===== config.mk =====
export PLATFORM = sky130hd
export DESIGN_NAME = uart_bus_master
export DESIGN_NICKNAME = d
export VERILOG_FILES = /design/src/rtl/uart_bus_master.sv
export SDC_FILE = /design/constraint.sdc
export NUM_CORES = 1
export LEC_CHECK = 0
export CELL_PAD_IN_SITES_DETAIL_PLACEMENT = 1
export CELL_PAD_IN_SITES_GLOBAL_PLACEMENT = 2
export CORE_MARGIN = 3
export CORE_UTILIZATION = 37
export CTS_BUF_LIST = sky130_fd_sc_hd__clkbuf_4 sky130_fd_sc_hd__clkbuf_8
export DETAILED_ROUTE_END_ITERATION = 7
export PLACE_DENSITY_LB_ADDON = 0.1
export SKIP_CTS_REPAIR_TIMING = 1
export SYNTH_ARGS = -nofsm -noshare
export SYNTH_HDL_FRONTEND = slang
export SYNTH_SLANG_ARGS = --single-unit

===== constraint.sdc =====
create_clock -name clk -period 14.2 [get_ports clk]
set_input_delay 4.26 -clock clk [delete_from_list [all_inputs] [get_ports clk]]
set_output_delay 4.26 -clock clk [all_outputs]
set_load 0.005 [all_outputs]

===== src/rtl/uart_bus_master.sv =====
// UART command bridge: turns 'W'/'R' byte frames into single-word device-bus accesses
// and streams the response ('K' for writes, 4 data bytes LSB first for reads) back out.
module uart_bus_master #(
    parameter int TIMEOUT_CYCLES = 2500000
) (
    input  logic        clk,
    input  logic        rst,
    input  logic        rxdReady_i,
    input  logic [7:0]  rxdData_i,
    input  logic        txdBusy_i,
    output logic        txdStart_o,
    output logic [7:0]  txdData_o,
    output logic        devEnable_o,
    output logic        devWrite_o,
    input  logic        devBusy_i,
    output logic [31:0] devPhysicalAddr_o,
    output logic [31:0] devDataSave_o,
    input  logic [31:0] devDataLoad_i,
    output logic [3:0]  devByteSelect_o,
    output logic        active_o
);

    // state  | meaning
    // IDLE   | waiting for a command byte
    // ADDR   | collecting 4 address bytes, LSB first
    // DATA   | collecting 4 write-data bytes, LSB first
    // BUS    | device access in flight, held until devBusy_i=0
    // TX     | offering the next response byte to the transmitter
    // TXWAIT | letting the transmitter finish the byte just started
    localparam logic [2:0] IDLE   = 3'd0;
    localparam logic [2:0] ADDR   = 3'd1;
    localparam logic [2:0] DATA   = 3'd2;
    localparam logic [2:0] BUS    = 3'd3;
    localparam logic [2:0] TX     = 3'd4;
    localparam logic [2:0] TXWAIT = 3'd5;

    localparam logic [7:0] CMD_W  = 8'h57;
    localparam logic [7:0] CMD_R  = 8'h52;
    localparam logic [7:0] RSP_OK = 8'h4B;

    localparam int TW = $clog2(TIMEOUT_CYCLES + 1);
    localparam logic [TW-1:0] TMO_LOAD = TW'(TIMEOUT_CYCLES - 1);

    logic [2:0]    state;
    logic          cmd_write;
    logic [1:0]    byte_cnt;
    logic [31:0]   addr;
    logic [31:0]   wdata;
    logic [31:0]   rsp;
    logic [TW-1:0] tmo_cnt;
    logic          txwait_first;
    logic [7:0]    tx_byte;

    always_comb begin
        tx_byte = rsp[7:0];
        if (cmd_write) begin
            tx_byte = RSP_OK;
        end else begin
            case (byte_cnt)
                2'd0:    tx_byte = rsp[7:0];
                2'd1:    tx_byte = rsp[15:8];
                2'd2:    tx_byte = rsp[23:16];
                default: tx_byte = rsp[31:24];
            endcase
        end
    end

    // Bus and TX strobes decode straight from state so reset kills them asynchronously.
    assign txdStart_o        = (state == TX) && !txdBusy_i;
    assign txdData_o         = (state == TX) ? tx_byte : 8'h00;
    assign devEnable_o       = (state == BUS);
    assign devWrite_o        = (state == BUS) && cmd_write;
    assign devPhysicalAddr_o = addr;
    assign devDataSave_o     = wdata;
    assign devByteSelect_o   = 4'hf;
    assign active_o          = (state != IDLE);

    always_ff @(posedge clk or posedge rst) begin
        if (rst) begin
            state        <= IDLE;
            cmd_write    <= 1'b0;
            byte_cnt     <= 2'd0;
            addr         <= 32'h0;
            wdata        <= 32'h0;
            rsp          <= 32'h0;
            tmo_cnt      <= '0;
            txwait_first <= 1'b0;
        end else begin
            case (state)
                IDLE: begin
                    if (rxdReady_i && (rxdData_i == CMD_W || rxdData_i == CMD_R)) begin
                        cmd_write <= (rxdData_i == CMD_W);
                        byte_cnt  <= 2'd0;
                        tmo_cnt   <= TMO_LOAD;
                        state     <= ADDR;
                    end
                end
                ADDR: begin
                    // A byte landing on the terminal count still wins over the timeout.
                    if (rxdReady_i) begin
                        addr     <= {rxdData_i, addr[31:8]};
                        byte_cnt <= byte_cnt + 2'd1;
                        tmo_cnt  <= TMO_LOAD;
                        if (byte_cnt == 2'd3) begin
                            state <= cmd_write ? DATA : BUS;
                        end
                    end else if (tmo_cnt == '0) begin
                        state <= IDLE;
                    end else begin
                        tmo_cnt <= tmo_cnt - 1'b1;
                    end
                end
                DATA: begin
                    if (rxdReady_i) begin
                        wdata    <= {rxdData_i, wdata[31:8]};
                        byte_cnt <= byte_cnt + 2'd1;
                        tmo_cnt  <= TMO_LOAD;
                        if (byte_cnt == 2'd3) begin
                            state <= BUS;
                        end
                    end else if (tmo_cnt == '0) begin
                        state <= IDLE;
                    end else begin
                        tmo_cnt <= tmo_cnt - 1'b1;
                    end
                end
                BUS: begin
                    if (!devBusy_i) begin
                        if (!cmd_write) begin
                            rsp <= devDataLoad_i;
                        end
                        byte_cnt <= 2'd0;
                        state    <= TX;
                    end
                end
                TX: begin
                    if (!txdBusy_i) begin
                        byte_cnt     <= byte_cnt + 2'd1;
                        txwait_first <= 1'b1;
                        state        <= TXWAIT;
                    end
                end
                TXWAIT: begin
                    // The transmitter may not raise busy until a cycle after the start strobe.
                    if (txwait_first) begin
                        txwait_first <= 1'b0;
                    end else if (!txdBusy_i) begin
                        state <= (!cmd_write && byte_cnt != 2'd0) ? TX : IDLE;
                    end
                end
                default: state <= IDLE;
            endcase
        end
    end

endmodule


==> run_results.csv <==
group,metric,value,unit
status,status,"finished, final reports clean",
clock_network,cts_tree,"done",
worst_hold_path,hold_depth,1,
detailed_routing,first_pass_iters,6,
timing,rsz0062_at_grt,"no",
synth,syn_avg_cell_area,12.1,sq um
finish,syn2layout_area_growth,31.2,%
detailed_routing,vias,4259,
finish,fin_nets,642,
worst_hold_path,min_path_type,"register to register",
placed_design,gp_congestion,0.768,
placed_design,io_buffers,120,
global_route,grt_usage,17.6,%
floorplanning,initial_core_util,37.9,%
synth,synth_ff_type,"dfrtp_1",
timing,timing.final.crit_share,68.1,%
detailed_routing,postRouteAntennaNets,0,
critical_path,rrSetupSlack,11200,ps
power_and_ir_drop,p_per_area,203,nW/um^2
detailed_routing,drtIter0Drc,181,
floorplanning,core_area,15300,sq um
critical_path,cp-start-kind,"input pin",
worst_hold_path,hp-start,"devDataSave_o[7]$_DFFE_PP0P_",
clock_network,cts_sinks,125,
flow_run,cap_violations,0,
synth,synth-async-reset-ratio,100,%
timing,worst_pin_slew,980,ps
power_and_ir_drop,swShare,31.5,%
synth,yosys.area.top_type,"dfrtp_1",
detailed_routing,drc_errors,0,
power_and_ir_drop,power_frac_seq,39.5,%
synth,synth_cell_types,66,
synth,netlist_instances,477,
global_route,grt_pass1_vias,4503,
clock_network,ctsHtreeMaxLevel,4,
global_route,gr-total-overflow,0,
critical_path,crit_path_max_fanout,4,
critical_path,crit_required,9940,ps
power_and_ir_drop,irDropWorstVdd,120,uV
clock_network,clkLatencyLatePin,440,ps
timing,setup_tns,0,ps
worst_hold_path,min_to,"devDataSave_o[7]$_DFFE_PP0P_",
global_route,grt_pass1_wl,23300,um
synth,syn-cell-area,5790,sq um
timing,maxSlewHeadroom,34.4,%
finish,antenna_cells,0,
timing,fin_skew,12.1,ps
floorplanning,pin_count,125,
detailed_routing,routedWlPerCell,17.9,um
critical_path,rr_worst_depth,5,
floorplanning,die_x,131,um
floorplanning,die_height,131,um
critical_path,r2r-start,"tmo_cnt[8]$_DFFE_PP0P_",
finish,drive_gt1_share,25.0,%
timing,slew_violations,0,
finish,fill_cells,1592,
timing,setup_slack,4530,ps
synth,synth_area_leaders,"dfrtp_1 54%, mux2_2 19%, nor2_1 2.4%, a21oi_1 1.9%, a222oi_1 1.4%",
timing,min_period,9670,ps
global_route,grt_start_max_net_pins,67,
floorplanning,die_area,17200,sq um
placed_design,dp_slack,4530,ps
critical_path,arrival,5410,ps
global_route,antenna_found_initial,0,
power_and_ir_drop,p_switching,487,uW
clock_network,cts_buffers,17,
timing,fmax,0.103,GHz
clock_network,cts.path.max_buffers,2,
critical_path,endpoint_kind,"primary output",
critical_path,worstSetupPathType,"input pin to primary output",
placed_design,hpwlAfterDp,10100,um
synth,synth_edf_count,0,
critical_path,r2r_end,"tmo_cnt[7]$_DFFE_PP0P_",
power_and_ir_drop,leakagePower,0.00309,uW
clock_network,clk_pin_slew,70,ps
synth,ys_ff_latch,125,
timing,finalSetupViolCount,0,
power_and_ir_drop,pwr-share-clk,23.1,%
synth,ys_seq_area_share,54.0,%
synth,synth_top_cell_area_share,54.0,%
synth,ys.warnings.count,0,
power_and_ir_drop,p_comb_share,37.4,%
detailed_routing,wl,14600,um
timing,hold_violations,0,
power_and_ir_drop,internal_power,1060,uW
clock_network,cts-root-buf,"clkbuf_8",
floorplanning,placementRows,45,
detailed_routing,vias_per_cell,5.22,
worst max path at each step:
stage | from | end | slack (ps) | depth (start not counted)
final | txdBusy_i | txdStart_o | 4530 | 3
after global routing | txdBusy_i | txdStart_o | 4440 | 3
after CTS | txdBusy_i | txdStart_o | 4510 | 3
after detailed placement | txdBusy_i | txdStart_o | 4530 | 3
after global placement | txdBusy_i | txdStart_o | 4540 | 3
after floorplan | txdBusy_i | txdStart_o | 5570 | 1
synth_stat cells (2+ instances only):
cell type / count
nand2_1: 7
or3b_1: 2
o2111ai_1: 3
and2_1: 3
nor4_1: 6
nor3_1: 13
or4_4: 2
a222oi_1: 8
ha_1: 5
o21ai_0: 11
o211ai_1: 5
nor2b_1: 2
a41oi_1: 2
buf_2: 4
buf_1: 4
buf_4: 5
a311oi_1: 2
nand3_1: 7
nand4_1: 5
a21boi_0: 2
or3_1: 3
clkbuf_1: 15
nor2_1: 37
dfrtp_1: 125
a21oi_1: 22
or4_1: 8
mux2_2: 98
o31ai_1: 7
a31oi_1: 2
o21a_1: 7
and3_1: 3
clkbuf_8: 3
inv_1: 14
or2_2: 3
sequential cells by signal, summed over array words and instances (netlist names):
signal / cells
devDataSave_o: 32
devPhysicalAddr_o: 32
tmo_cnt: 22
byte_cnt: 2
cmd_write: 1
rsp: 32
txwait_first: 1
state: 3
stage by stage:
| step | total power [uW] | hold WS [ps] | util (%) | instance area (sq um) | instances |
|---|---|---|---|---|---|
| floorplan | 906 | 478 | - | 5800 | 480 |
| global placement | 1180 | 487 | 46.8 | 7140 | 784 |
| detailed placement | 1200 | 493 | 46.8 | 7140 | 784 |
| CTS | 1570 | 512 | 49.8 | 7600 | 816 |
| global route | 1650 | 524 | 49.8 | 7600 | 816 |
| finish | 1540 | 506 | 49.8 | 7600 | 816 |
power by group through the flow:
stage	combinational [uW]	sequential (uW)	clock (uW)
after floorplan	319	586	0
after global placement	572	606	0
after detailed placement	585	616	0
after CTS	588	611	366
after global routing	636	631	384
final	578	610	356
logic make-up after synthesis:
family / count (synthesis) / share of synthesized area, %
XOR/XNOR: 1 / 0.151
adder cells (fa/ha/maj): 5 / 1.08
other: 1 / 0.0648
flip-flops: 125 / 54.0
multiplexers: 98 / 19.1
AO/OA/AOI/OAI: 85 / 10.3
AND/OR/NAND/NOR: 115 / 11.2
buffers and inverters: 47 / 4.11
area by class of cell:
cell class                 count  area, sq um  area share [%]
sequential                   125         3130            41.2
inverter                      15         58.8           0.774
multi-input combinational    308         2450            32.2
tap                          211          264            3.48
clock buffer                  20          275            3.62
clock inverter                12          184            2.42
timing repair buffer         125         1240            16.3
layout by cell type (no fill, tap or decap), drive strengths merged, types with 5 or more instances in the layout:
cell type / count
a21oi: 22
a222oi: 8
buf: 5
clkbuf: 20
clkdlybuf4s50: 120
clkinvlp: 5
dfrtp: 125
ha: 5
inv: 15
mux2: 98
nand2: 7
nand3: 7
nand4: 5
nor2: 37
nor3: 13
nor4: 6
o211ai: 5
o21a: 7
o21ai: 13
o31ai: 7
or2: 5
or3: 5
or4: 11
worst max-delay path: stages:
cell and delay, ps:
clkdlybuf4s50_1 490, nor2_1 140, clkdlybuf4s50_1 520
layer usage:
layer / track usage, % / part of all wire, % / up-vias
li1: - / - / 1991
met1: 22.9 / 46 / 2162
met2: 28.2 / 49 / 93
met3: 5.43 / 4.3 / 13
met4: 5.32 / 1.2 / 0
met5: 0 / 0 / -
Power figures use the tool's default switching activity.
==> edit 1, RTL diff (config.mk and constraints unchanged) <==
Register the inputs `rxdReady_i` and `rxdData_i` before use. The logic sees them one clock later. The other inputs are not delayed to match.
--- a/src/rtl/uart_bus_master.sv
+++ b/src/rtl/uart_bus_master.sv
@@ -40,6 +40,14 @@
 
     localparam int TW = $clog2(TIMEOUT_CYCLES + 1);
     localparam logic [TW-1:0] TMO_LOAD = TW'(TIMEOUT_CYCLES - 1);
+
+    logic rxdReady_q;
+    logic [7:0] rxdData_q;
+
+    always_ff @(posedge clk) begin
+        rxdReady_q <= rxdReady_i;
+        rxdData_q  <= rxdData_i;
+    end
 
     logic [2:0]    state;
     logic          cmd_write;
@@ -88,8 +96,8 @@
         end else begin
             case (state)
                 IDLE: begin
-                    if (rxdReady_i && (rxdData_i == CMD_W || rxdData_i == CMD_R)) begin
-                        cmd_write <= (rxdData_i == CMD_W);
+                    if (rxdReady_q && (rxdData_q == CMD_W || rxdData_q == CMD_R)) begin
+                        cmd_write <= (rxdData_q == CMD_W);
                         byte_cnt  <= 2'd0;
                         tmo_cnt   <= TMO_LOAD;
                         state     <= ADDR;
@@ -97,8 +105,8 @@
                 end
                 ADDR: begin
                     // A byte landing on the terminal count still wins over the timeout.
-                    if (rxdReady_i) begin
-                        addr     <= {rxdData_i, addr[31:8]};
+                    if (rxdReady_q) begin
+                        addr     <= {rxdData_q, addr[31:8]};
                         byte_cnt <= byte_cnt + 2'd1;
                         tmo_cnt  <= TMO_LOAD;
                         if (byte_cnt == 2'd3) begin
@@ -111,8 +119,8 @@
                     end
                 end
                 DATA: begin
-                    if (rxdReady_i) begin
-                        wdata    <= {rxdData_i, wdata[31:8]};
+                    if (rxdReady_q) begin
+                        wdata    <= {rxdData_q, wdata[31:8]};
                         byte_cnt <= byte_cnt + 2'd1;
                         tmo_cnt  <= TMO_LOAD;
                         if (byte_cnt == 2'd3) begin
Check against the original RTL: not equivalent (Yosys sat finds a counterexample within 4 cycles, from zero or initial values and one cycle with rst high).
==> edit 1 against the original RTL <==
Design area rose by 2.6%; sequential cell count rose by 9; wire length rose by 4.4%; setup slack improved by 5.2 ps; clock skew rose by 2.6 ps; largest cell class unchanged; power fell by 7.4%; area after synthesis rose by 3.3%; fmax barely moved.
==> edit 1: results <==
[grt]
grt_use_met3_pct = 4.834
grt_pass1_wl_um = 24560
grt_pass1_vias = 4583
met1_usage_pct = 23.03
grt_max_degree = 76
antenna_found_initial = 0
grt_usage_pct = 17.43
use_met2_pct = 28.39

[detailed_routing]
detail_route.wl_per_cell_um = 18.50
drtIter0Drc = 183
drtPass1Iterations = 6
vias_per_cell = 5.261

[worst_setup_path]
cp_data_arrival_time_ps = 5400
cp_slowest_cell = clkdlybuf4s50_1
crit_family = buffers and inverters
crit_path_max_incr_delay_ps = 520
crit_fanout = 4

[finish]
n_fill_cell = 1619
fin_nets = 649
drive_above_1_share_pct = 25.00
diodes = 0

[clocking]
clk_latency_ps = 450
cts_buffers = 17
clk_pin_slew_worst_paths_ps = 70
clk_path_buf_depth = 2
cts-root-buf = clkbuf_8

[pwr]
ir_drop_mv = 0.09257
internal_power_mw = 0.9685
power.leakage_nw = 3.247

[yosys]
synth_area_leaders = dfrtp_1 52%, mux2_2 18%, dfxtp_1 3.0%
synth_ff_type = dfrtp_1
synth_commonest_cells = 125 x dfrtp_1, 97 x mux2_2, 38 x nor2_1
yosys_warnings = 0
async_flop_share_pct = 93.28
synth.distinct_cells = 63
yosysSeqAreaShare_pct = 55.31

[placed_design]
place_area_mm2 = 0.007366
globalplace.congestion = 0.7637
hpwl_um = 10540
io_buffer_count = 120

[floorplanning]
fp-row-count = 45

[timing]
max_slew.worst_pin.slew_ps = 992.2
fin_skew_ps = 14.74

[run_status]
outcome = finished, final reports clean
[edit 1: cell count changes after synthesis, moves of 4 or more]
cell,unedited run,this run
o21ai_0,11,6
o21a_1,7,1
nand2_1,7,13
a21oi_1,22,16
inv_1,14,10
mux2i_1,0,7
dfxtp_1,0,9
[edit 1: kinds of logic (layout without fill, tap and decap cells)]
| logic type | Yosys count | after routing | synth area share (%) |
|---|---|---|---|
| DFF | 134 | 134 | 55.31 |
| adders and majority gates | 5 | 5 | 1.046 |
| buffers and inverters | 39 | 167 | 2.991 |
| muxes | 104 | 104 | 19.44 |
| and+or+nand+nor | 128 | 128 | 12.49 |
| other | 1 | 4 | 0.06270 |
| AOI/OAI and AO/OA | 65 | 65 | 7.929 |
| xor gates and xnor gates | 5 | 5 | 0.7322 |
[edit 1: final timing paths]
path | slack [ps] | cells after the start | endpoint | start
worst max-delay path | 4540 | 3 | txdStart_o | txdBusy_i
min in group asynchronous | 4240 | 2 | devPhysicalAddr_o[9]$_DFFE_PP0P_ | rst
worst max register to register | 11420 | 5 | tmo_cnt[17]$_DFFE_PP0P_ | tmo_cnt[12]$_DFFE_PP0P_
worst min-delay path | 510 | 1 | devDataSave_o[4]$_DFFE_PP0P_ | devDataSave_o[4]$_DFFE_PP0P_
max in group asynchronous | 8520 | 3 | tmo_cnt[3]$_DFFE_PP0P_ | rst
worst min register to register | 510 | 1 | devDataSave_o[4]$_DFFE_PP0P_ | devDataSave_o[4]$_DFFE_PP0P_
[edit 1: metrics by stage]
step	utilization (%)	setup slack, ps	hold WS, ps	std cells	total power [mW]
global placement	47.57	4532	486.6	791	1.079
detailed placement	47.57	4539	494.4	791	1.101
global route	50.32	4492	519.2	823	1.521
finish	50.32	4539	511.7	823	1.430
CTS	50.32	4527	514.1	823	1.453
floorplan	-	5574	471.7	484	0.8469
[edit 1: final cells by class]
| type | count | area share (%) |
|---|---|---|
| sequential | 134 | 42.46 |
| inverter | 10 | 0.5139 |
| clock inverter | 11 | 1.911 |
| timing repair buffer | 125 | 15.90 |
| tap | 211 | 3.388 |
| clock buffer | 21 | 3.549 |
| multi-input combinational | 311 | 32.28 |
[edit 1: metal layers]
layer / wire length [um] / vias up
met5: 0 / -
met4: 167 / 0
met3: 688 / 14
met2: 7452 / 110
met1: 6920 / 2190
li1: - / 2016
[edit 1: power by group through the flow]
stage / sequential, mW / clock (mW) / combinational (mW)
2_1_floorplan: 0.559 / 0 / 0.288
3_3_place_gp: 0.586 / 0 / 0.494
3_5_place_dp: 0.594 / 0 / 0.507
4_1_cts: 0.588 / 0.354 / 0.511
5_1_grt: 0.603 / 0.370 / 0.548
6_report: 0.587 / 0.343 / 0.500
==> edit 2, RTL diff (config.mk and constraints unchanged) <==
Made on the original files. `TIMEOUT_CYCLES`: 2500000 -> 625000.
--- a/src/rtl/uart_bus_master.sv
+++ b/src/rtl/uart_bus_master.sv
@@ -1,7 +1,7 @@
 // UART command bridge: turns 'W'/'R' byte frames into single-word device-bus accesses
 // and streams the response ('K' for writes, 4 data bytes LSB first for reads) back out.
 module uart_bus_master #(
-    parameter int TIMEOUT_CYCLES = 2500000
+    parameter int TIMEOUT_CYCLES = 625000
 ) (
     input  logic        clk,
     input  logic        rst,
Check against the original RTL: same outputs for any inputs over 10 cycles, from zero or initial values and one cycle with rst high; that may be too few to reach the edited logic, so the function may still have changed.
==> edit 2 against the original RTL <==
Area after synthesis decreased by 1.6%; worst hold slack worse by 0.84 ps; sequential share of layout area up 0.17 points; setup slack worse by 140 ps; wire length shrank 5.0%; via count decreased by 4.4%; design area fell by 2.0%; power down 2.6%; sequential cell count decreased by 2.
==> edit 2: results <==
[pwr]
ir_drop_mv = 0.09229
power.leakage_nw = 3.065

[worst_setup_path]
crit_fanout = 4
reg2reg_from = state[0]$_DFFE_PP0P_
cp-startpoint = txdBusy_i
timing.rr.end = tmo_cnt[2]$_DFFE_PP0P_
cp_data_arrival_time_ps = 5550
reg2reg_slack_ps = 11580

[yosys]
synth-compound-area-share_pct = 8.522
synth_area_leaders = dfrtp_1 54%, mux2_2 19%, or4_1 1.8%
synth.avg_cell_area_um2 = 12.25
yosysSeqAreaShare_pct = 54.03
synth-adder-area-share_pct = 1.318
synth_mux_area_share_pct = 20.23
yosys_warnings = 0
synth_commonest_cells = 123 x dfrtp_1, 96 x mux2_2, 26 x nor2_1
synth.distinct_cells = 56
synth_xor_area_share_pct = 0.5930

[detailed_routing]
drtIter0Drc = 225
routed_wl_um = 13860
drtPass1Iterations = 4
vias_per_cell = 5.268
detail_route.wl_per_cell_um = 17.93

[placed_design]
globalplace.congestion = 0.7554
hpwl_um = 9650
place_area_mm2 = 0.007012
dpl.cell_count = 741
post-place-ws_ps = 4354

[timing]
fin_skew_ps = 9.347
max_slew.worst_pin.slew_ps = 1012
fmax_mhz = 101.9
fin_hold_ws_ps = 505.0

[worst_hold_path]
min_from = devDataSave_o[1]$_DFFE_PP0P_
hold_depth = 1
min_to = devDataSave_o[1]$_DFFE_PP0P_

[flow_run]
maxCapViolations = 0

[grt]
grt_pass1_wl_um = 22760
grt_max_degree = 66
grt_usage_pct = 17.27
grt_pass1_vias = 4406

[clocking]
cts_buffers = 17
cts-root-buf = clkbuf_8
clk_pin_slew_worst_paths_ps = 70

[finish]
drive_above_1_share_pct = 24.11
fin_nets = 627

[run_status]
outcome = finished, final reports clean
edit 2: metal layers:
metal / part of all wire, % / vias to the layer above / global-route usage [%]
met5: 0 / - / 0
met4: 1.9 / 0 / 6.479
met3: 4.6 / 21 / 4.871
met2: 48 / 95 / 27.34
met1: 46 / 2040 / 22.64
li1: - / 1916 / -
edit 2: layout make-up:
type	count	area, um^2
sequential	123	3078
multi-input combinational	292	2399
fill	1540	7366
timing repair buffer	125	1239
inverter	17	66.31
tap	184	230.2
clock buffer	20	269.0
clock inverter	12	162.7
edit 2: cell families after synthesis:
kind of cell               Yosys count
AOI/OAI and AO/OA                   68
xor gates and xnor gates             3
adders and majority gates            6
buffers and inverters               53
DFF                                123
muxes                              103
other                                1
and+or+nand+nor                    108
edit 2: report_power, final:
part,leakage (nW),switching [mW],internal [mW]
clock,0.202,0.149,0.186
sequential,1.51,0.111,0.489
combinational,1.36,0.229,0.340
edit 2: worst max-delay path, stage by stage:
cell and delay, ps:
clkdlybuf4s50_1 460, nor3_1 260, clkdlybuf4s50_1 570
